$ cat config.mk
export PLATFORM = sky130hd
export DESIGN_NAME = fetch_stage_flat
export DESIGN_NICKNAME = d
export VERILOG_FILES = /design/src/rtl/fetch_stage_if.sv /design/src/rtl/fetch_stage.sv /design/src/flat_wrapper.sv
export SDC_FILE = /design/constraint.sdc
export NUM_CORES = 1
export LEC_CHECK = 0
export ABC_AREA = 1
export BUFFER_PORTS_ARGS = -buffer_cell sky130_fd_sc_hd__buf_4
export CORE_UTILIZATION = 50
export CTS_CLUSTER_DIAMETER = 30
export DETAILED_ROUTE_END_ITERATION = 16
export GPL_TIMING_DRIVEN = 0
export PLACE_DENSITY = 0.78
export SYNTH_ARGS = -nofsm -noshare
export SYNTH_HDL_FRONTEND = slang
export SYNTH_SLANG_ARGS = --single-unit
$ cat constraint.sdc
create_clock -name clk -period 1.7 [get_ports clk]
set_input_delay 0.17 -clock clk [delete_from_list [all_inputs] [get_ports clk]]
set_output_delay 0.17 -clock clk [all_outputs]
set_load 0.05 [all_outputs]
$ cat src/rtl/fetch_stage_if.sv
// Fetch-stage bundle: hazard/branch/halt controls, instruction-memory port, IF/ID outputs.
// Latency: n/a (wires only); the master side is the fetch stage itself.
// Backpressure: stall is a level hold from the hazard unit; there is no ready/credit return path.
// Ports: stall, branch_taken, branch_target, halt, imem_rdata (into fetch);
//        imem_addr, instr_out, pc_out, valid_out, halted, fetch_count (out of fetch).
interface fetch_stage_if #(
    parameter int PC_WIDTH    = 16,
    parameter int INSTR_WIDTH = 16
);
    logic                   stall;
    logic                   branch_taken;
    logic [PC_WIDTH-1:0]    branch_target;
    logic                   halt;
    logic [PC_WIDTH-1:0]    imem_addr;
    logic [INSTR_WIDTH-1:0] imem_rdata;
    logic [INSTR_WIDTH-1:0] instr_out;
    logic [PC_WIDTH-1:0]    pc_out;
    logic                   valid_out;
    logic                   halted;
    logic [15:0]            fetch_count;

    modport master (
        input  stall, branch_taken, branch_target, halt, imem_rdata,
        output imem_addr, instr_out, pc_out, valid_out, halted, fetch_count
    );

    modport slave (
        output stall, branch_taken, branch_target, halt, imem_rdata,
        input  imem_addr, instr_out, pc_out, valid_out, halted, fetch_count
    );
endinterface

$ cat src/rtl/fetch_stage.sv
// Instruction fetch: owns the PC, drives a 1-cycle synchronous-read imem, loads the IF/ID register.
// Latency: first valid instruction 2 cycles after reset release; a taken branch costs one bubble.
// Backpressure: stall freezes PC and IF/ID (imem re-reads the same word); halt stops fetch until reset.
// Ports: clk, reset (async active-low), fif (master side of fetch_stage_if).
module fetch_stage #(
    parameter int                     PC_WIDTH    = 16,
    parameter int                     INSTR_WIDTH = 16,
    parameter logic [PC_WIDTH-1:0]    RESET_PC    = '0,
    parameter logic [INSTR_WIDTH-1:0] NOP_INSTR   = '0
) (
    input  logic          clk,
    input  logic          reset,
    fetch_stage_if.master fif
);

    typedef enum logic [1:0] {BOOT, RUN, HALTED} state_t;

    state_t                 state_q, state_d;
    logic [PC_WIDTH-1:0]    pc_q;
    logic [PC_WIDTH-1:0]    next_pc;
    logic                   load;
    logic                   flush;

    logic [INSTR_WIDTH-1:0] instr_q;
    logic [PC_WIDTH-1:0]    pc_out_q;
    logic                   valid_q;
    logic                   halted_q;
    logic [15:0]            count_q;

    // State register
    always_ff @(posedge clk or negedge reset) begin
        if (!reset) state_q <= BOOT;
        else        state_q <= state_d;
    end

    // Next-state logic
    always_comb begin
        state_d = state_q;
        case (state_q)
            BOOT:    state_d = RUN;
            RUN:     if (!fif.branch_taken && !fif.stall && fif.halt) state_d = HALTED;
            HALTED:  state_d = HALTED;
            default: state_d = BOOT;
        endcase
    end

    // Output/control logic. next_pc doubles as the imem address and the
    // next pc_q, so pc_q always names the word arriving on imem_rdata.
    always_comb begin
        next_pc = pc_q;
        load    = 1'b0;
        flush   = 1'b0;
        case (state_q)
            BOOT: next_pc = RESET_PC;
            RUN: begin
                if (fif.branch_taken) begin
                    next_pc = fif.branch_target;
                    flush   = 1'b1;
                end else if (fif.stall) begin
                    next_pc = pc_q;
                end else if (fif.halt) begin
                    flush   = 1'b1;
                end else begin
                    next_pc = pc_q + PC_WIDTH'(1);
                    load    = 1'b1;
                end
            end
            default: next_pc = pc_q;
        endcase
    end

    always_ff @(posedge clk or negedge reset) begin
        if (!reset) pc_q <= RESET_PC;
        else        pc_q <= next_pc;
    end

    // IF/ID pipeline register
    always_ff @(posedge clk or negedge reset) begin
        if (!reset) begin
            instr_q  <= NOP_INSTR;
            pc_out_q <= '0;
            valid_q  <= 1'b0;
            halted_q <= 1'b0;
            count_q  <= '0;
        end else begin
            halted_q <= (state_d == HALTED);
            if (load) begin
                instr_q  <= fif.imem_rdata;
                pc_out_q <= pc_q;
                valid_q  <= 1'b1;
                count_q  <= count_q + 16'd1;
            end else if (flush) begin
                instr_q  <= NOP_INSTR;
                valid_q  <= 1'b0;
            end
        end
    end

    assign fif.imem_addr   = next_pc;
    assign fif.instr_out   = instr_q;
    assign fif.pc_out      = pc_out_q;
    assign fif.valid_out   = valid_q;
    assign fif.halted      = halted_q;
    assign fif.fetch_count = count_q;

endmodule

$ cat src/flat_wrapper.sv
// flat-port wrapper written by rule: the top's interface ports become plain ports
module fetch_stage_flat 
#(
    parameter int                     PC_WIDTH    = 16,
    parameter int                     INSTR_WIDTH = 16,
    parameter logic [PC_WIDTH-1:0]    RESET_PC    = '0,
    parameter logic [INSTR_WIDTH-1:0] NOP_INSTR   = '0
)
  (clk, reset, fif_stall, fif_branch_taken, fif_branch_target, fif_halt, fif_imem_rdata, fif_imem_addr, fif_instr_out, fif_pc_out, fif_valid_out, fif_halted, fif_fetch_count);
  fetch_stage_if #(.PC_WIDTH(PC_WIDTH), .INSTR_WIDTH(INSTR_WIDTH)) fif_i ();
  input  logic clk;
  input  logic reset;
  input wire logic [$bits(fif_i.stall)-1:0] fif_stall;
  input wire logic [$bits(fif_i.branch_taken)-1:0] fif_branch_taken;
  input wire logic [$bits(fif_i.branch_target)-1:0] fif_branch_target;
  input wire logic [$bits(fif_i.halt)-1:0] fif_halt;
  input wire logic [$bits(fif_i.imem_rdata)-1:0] fif_imem_rdata;
  output wire logic [$bits(fif_i.imem_addr)-1:0] fif_imem_addr;
  output wire logic [$bits(fif_i.instr_out)-1:0] fif_instr_out;
  output wire logic [$bits(fif_i.pc_out)-1:0] fif_pc_out;
  output wire logic [$bits(fif_i.valid_out)-1:0] fif_valid_out;
  output wire logic [$bits(fif_i.halted)-1:0] fif_halted;
  output wire logic [$bits(fif_i.fetch_count)-1:0] fif_fetch_count;
  assign fif_i.stall = fif_stall;
  assign fif_i.branch_taken = fif_branch_taken;
  assign fif_i.branch_target = fif_branch_target;
  assign fif_i.halt = fif_halt;
  assign fif_i.imem_rdata = fif_imem_rdata;
  assign fif_imem_addr = fif_i.imem_addr;
  assign fif_instr_out = fif_i.instr_out;
  assign fif_pc_out = fif_i.pc_out;
  assign fif_valid_out = fif_i.valid_out;
  assign fif_halted = fif_i.halted;
  assign fif_fetch_count = fif_i.fetch_count;
  fetch_stage #(.PC_WIDTH(PC_WIDTH), .INSTR_WIDTH(INSTR_WIDTH), .RESET_PC(RESET_PC), .NOP_INSTR(NOP_INSTR)) u_core (.clk(clk), .reset(reset), .fif(fif_i));
endmodule
Word-level counts from Yosys, hierarchy flattened --
Index checks and enable logic that the tools add are counted.
Word-level totals: bits in registers 68, input port bits 37, output and inout bits 66, word-level logic and storage cells 36
Cells by class: add/sub/neg operators 2, equal/unequal tests 3, mux-type cells 18, reductions and logical operators 6
Operators by type and width (number):
- 2-to-1 mux 16 bit | 5
- adder 16 x 1 -> 16 bit, second input constant | 2
- case mux 16 bit (2 select lines) | 1
- 2-to-1 mux 1 bit | 10
- case mux 2 bit (3 select lines) | 1
- == test 2 bit, second input constant | 2
- == test 2 x 1 -> 1 bit, second input constant | 1
- logical AND 1 bit | 2
- logical NOT 1 bit | 2
- logical NOT 2 bit | 1
- 2-to-1 mux 2 bit | 1
- nonzero test 2 bit | 1

Longest topological paths before layout --
depth after elaboration 6, depth in mapped cells 10, mapped depth without buffers 10

Worst setup path after synthesis --
OpenSTA, ideal clock, no wires.
path type register -> register, start point register u_core.pc_q[0], end point register u_core.pc_q[6], arrival time 1799 ps, data required time 1484 ps, path slack -315 ps, stages on the path, launching flop included 9, cells stage by stage dfrtp_1 ha_1 nand3_1 nor2_1 nand2_1 nand2_1 nand2_1 nor2_1 o22ai_1
Between the ends: word-level cells in the longest chain between the ends 5
Ends and longest elaborated chain:
- from (decl) | line fetch_stage.sv:19 | logic [PC_WIDTH-1:0] pc_q;
- from (signal assigned) | line fetch_stage.sv:74 | else pc_q <= next_pc;
- adder 16 x 1 -> 16 bit | line fetch_stage.sv:64 | next_pc = pc_q + PC_WIDTH'(1);
- 2-to-1 mux 16 bit | line fetch_stage.sv:61 | end else if (fif.halt) begin
- 2-to-1 mux 16 bit | line fetch_stage.sv:59 | end else if (fif.stall) begin
- 2-to-1 mux 16 bit | line fetch_stage.sv:56 | if (fif.branch_taken) begin
- case mux 16 bit (2 select lines) | line fetch_stage.sv:53 | case (state_q)
- via fif_imem_addr[6] | line flat_wrapper.sv:18 | output wire logic [$bits(fif_i.imem_addr)-1:0] fif_imem_addr;
The timed path passes the listed nets, and every way through them passes these cells. A chain may end at the register's enable or synchronous reset.

Worst setup path in the final report --
start point register u_core.pc_q[0], end point output fif_imem_addr[3]
Between the ends: word-level cells in the longest chain between the ends 5
Ends and longest elaborated chain (line):
- adder 16 x 1 -> 16 bit | fetch_stage.sv:64
- 2-to-1 mux 16 bit | fetch_stage.sv:61
- 2-to-1 mux 16 bit | fetch_stage.sv:59
- 2-to-1 mux 16 bit | fetch_stage.sv:56
- case mux 16 bit (2 select lines) | fetch_stage.sv:53
- to (decl) | flat_wrapper.sv:18
No other way between the ends.

==> results.py <==
metrics = {
    "status": {
        "status": "complete, but fails checks",
        "violations": "design-rule violations, negative setup slack",
    },
    "worst_setup_path": {
        "crit_type": "flip-flop to primary output",
        "required_ps": 1530,
        "worstSetupStartpointType": "flip-flop",
        "cp_max_fo": 4,
        "cp-end-kind": "primary output",
        "critical_path_arrival_ps": 1960,
    },
    "synthesis": {
        "synth_top_area_cell": "dfrtp_1",
        "yosysTopAreaCellShare": 0.496,
        "synthesis.nets": 480,
        "netlist_area_sq_um": 3430,
        "ys_warn_count": 0,
        "synth.ff_latch_count": 68,
        "synth_area_leaders": "dfrtp_1, nand2_1, o21ai_0",
        "synth_cells": 441,
        "avgSynthCellArea_sq_um": 7.77,
        "synth_cell_types": 30,
        "synth_flop_cell": "dfrtp_1",
        "async_flop_share": 1.00,
        "synth_edf_count": 0,
        "ys_seq_area_frac": 0.496,
    },
    "timing": {
        "finalWorstSetupSlack_ps": -431,
        "worst_clock_skew_ps": 5.74,
        "slew_violations": 0,
        "final_hold_viol_count": 0,
        "rsz0062_at_grt": "true",
        "worst_pin_slew_ps": 852,
        "post-route-period-util": 1.25,
        "setup_viol": 16,
        "timing.setup.tns_ps": -4940,
        "max_freq_mhz": 469,
        "period_needed_ps": 2130,
        "slew_headroom": 0.432,
    },
    "clock_network": {
        "cts_tree": "done",
        "clk_pin_slew_ps": 80,
        "clk_path_buf_depth": 2,
        "clock_latency_ps": 350,
        "root_buffer": "clkbuf_8",
        "cts_made_buffers": 9,
        "cts_sinks": 68,
        "htreeDepth": 3,
    },
    "power_and_ir_drop": {
        "cellPowerDensity_nw_per_um2": 1940,
        "max-vdd-ir-drop_uv": 1590,
        "power.leakage_nw": 2.42,
        "pwr-share-seq": 0.280,
        "p_int_mw": 4.69,
        "clkPwrFrac": 0.153,
        "finalPower_mw": 9.62,
        "sw_frac_of_total": 0.512,
        "p_sw_mw": 4.92,
        "p_comb_frac": 0.567,
    },
    "floorplanning": {
        "io_pins": 103,
        "die_area_sq_um": 7190,
        "coreArea_sq_um": 6490,
        "start_util": 0.528,
        "row_count": 29,
        "die_h_um": 84.8,
        "die_width_um": 84.8,
    },
    "routing": {
        "met2_length_um": 5270,
        "vias": 3499,
        "drt_iter0_drc": 273,
        "drt.antenna.violating_nets": 0,
        "routed_via_density": 5.37,
        "first_pass_iters": 13,
        "routed.top_layer": "met4",
        "drc_errors": 4,
        "wl_per_cell_um": 15.7,
        "routed_wl_um": 10200,
        "wl_met1_um": 4080,
        "met3WireLength_um": 676,
    },
    "layout": {
        "drive_gt1_frac": 0.345,
        "fin_cells": 651,
        "final_cell_mix": "nand2_1, buf_4, dfrtp_1",
        "area_delta_synth_final_pct": 44.3,
        "layout_commonest_cell": "nand2_1",
        "antenna_cells": 0,
        "nets": 608,
    },
    "grt": {
        "grtUsageTotal": 0.268,
        "grt_max_degree": 69,
        "grt_pass1_vias": 3277,
        "grt_pass1_wl_um": 15000,
        "grt-ovfl-total": 0,
        "antenna_found_initial": 0,
    },
    "placement": {
        "port_buffers": 102,
        "hpwl_um": 6270,
        "place.gp.congestion": 0.879,
        "dp_cells": 620,
    },
    "flow_run": {
        "cap_violations": 0,
    },
    "hold_path": {
        "hold_class": "input port to flip-flop",
    },
}
-- per-stage QoR --
step | utilization | hold slack, ps | setup slack, ps | area [sq um]
4_1_cts | 0.728 | 14.0 | -288 | 4730
5_1_grt | 0.762 | 20.2 | -493 | 4950
3_3_place_gp | 0.663 | 329 | -150 | 4310
2_1_floorplan | - | -126 | -169 | 3440
6_report | 0.762 | 22.7 | -431 | 4950
3_5_place_dp | 0.663 | 334 | -180 | 4310
-- worst max-delay path: stages, from the launching register on --
cell and delay, ps:
dfrtp_1 440, inv_2 100, nor2_4 160, buf_4 150, nand3_2 70, nand3_1 130, o21ai_1 130, o22ai_2 230
buf_6 200
-- per-layer routing --
layer / global-route usage / vias up
li1: - / 1652
met1: 0.337 / 1649
met2: 0.452 / 177
met3: 0.0659 / 21
met4: 0.0940 / 0
met5: 0 / -
-- what timing repair did --
| item | in CTS | in global routing |
|---|---|---|
| setup endpoints to repair | 16 | 17 |
| pin swaps | 6 | 26 |
| hold buffers | 1 | 0 |
| setup buffers | 5 | 9 |
| gates resized for setup | 44 | 44 |
| hold endpoints to repair | 68 | 0 |
-- final timing paths --
check                                       from                       end  slack [ps]  cells after the start
min                           fif_imem_rdata[10]  u_core.fif.instr_out[10]          20                      3
max in group asynchronous                  reset            u_core.pc_q[8]         680                      2
min reg2reg                u_core.fif.pc_out[14]     u_core.fif.pc_out[14]         490                      2
min in group asynchronous                  reset  u_core.fif.instr_out[14]         470                      2
max reg2reg                       u_core.pc_q[0]            u_core.pc_q[3]          60                      8
max                               u_core.pc_q[0]          fif_imem_addr[3]        -430                      8
-- registers in the layout (all words and copies together) (netlist names) --
signal and cells:
u_core.fif.fetch_count 16, u_core.fif.halted 1, u_core.fif.instr_out 16, u_core.fif.pc_out 16, u_core.fif.valid_out 1, u_core.pc_q 16
u_core.state_q 2
-- power by group through the flow --
stage | Clock (mW) | Combinational (mW) | Sequential (mW)
detailed placement | 0 | 4.64 | 2.66
global route | 1.57 | 5.73 | 2.75
global placement | 0 | 4.59 | 2.64
finish | 1.47 | 5.45 | 2.70
CTS | 1.48 | 4.98 | 2.65
floorplan | 0 | 2.02 | 3.81
-- synthesized netlist by cell type, types with 2 or more instances --
cell type / count
o211ai_1: 2
nor2_1: 39
nand2_1: 129
xnor2_1: 3
o21ai_0: 51
buf_2: 7
xor2_1: 7
ha_1: 2
nor2_4: 3
clkbuf_1: 4
nand4_1: 5
nor3_1: 10
nand3_1: 31
nor2_2: 3
nand2_2: 2
a21oi_1: 3
dfrtp_1: 68
inv_2: 2
o22ai_1: 4
inv_1: 56
-- layout make-up --
cell class,count,area [sq um]
fill,448,1550
timing repair buffer,117,963
clock inverter,6,88.8
multi-input combinational,302,1670
clock buffer,10,128
buffer,13,76.3
sequential,68,1700
inverter,58,228
tap,77,96.3
-- cell families after synthesis --
group                      count (synthesis)  share of synthesized area
DFF                                       68                      0.496
and+or+nand+nor                          226                      0.289
adders and majority gates                  2                    0.00730
buffers and inverters                     71                     0.0825
xor gates and xnor gates                  10                     0.0255
AOI/OAI and AO/OA                         64                     0.0993
No activity file was read; power rests on OpenSTA's default activity.
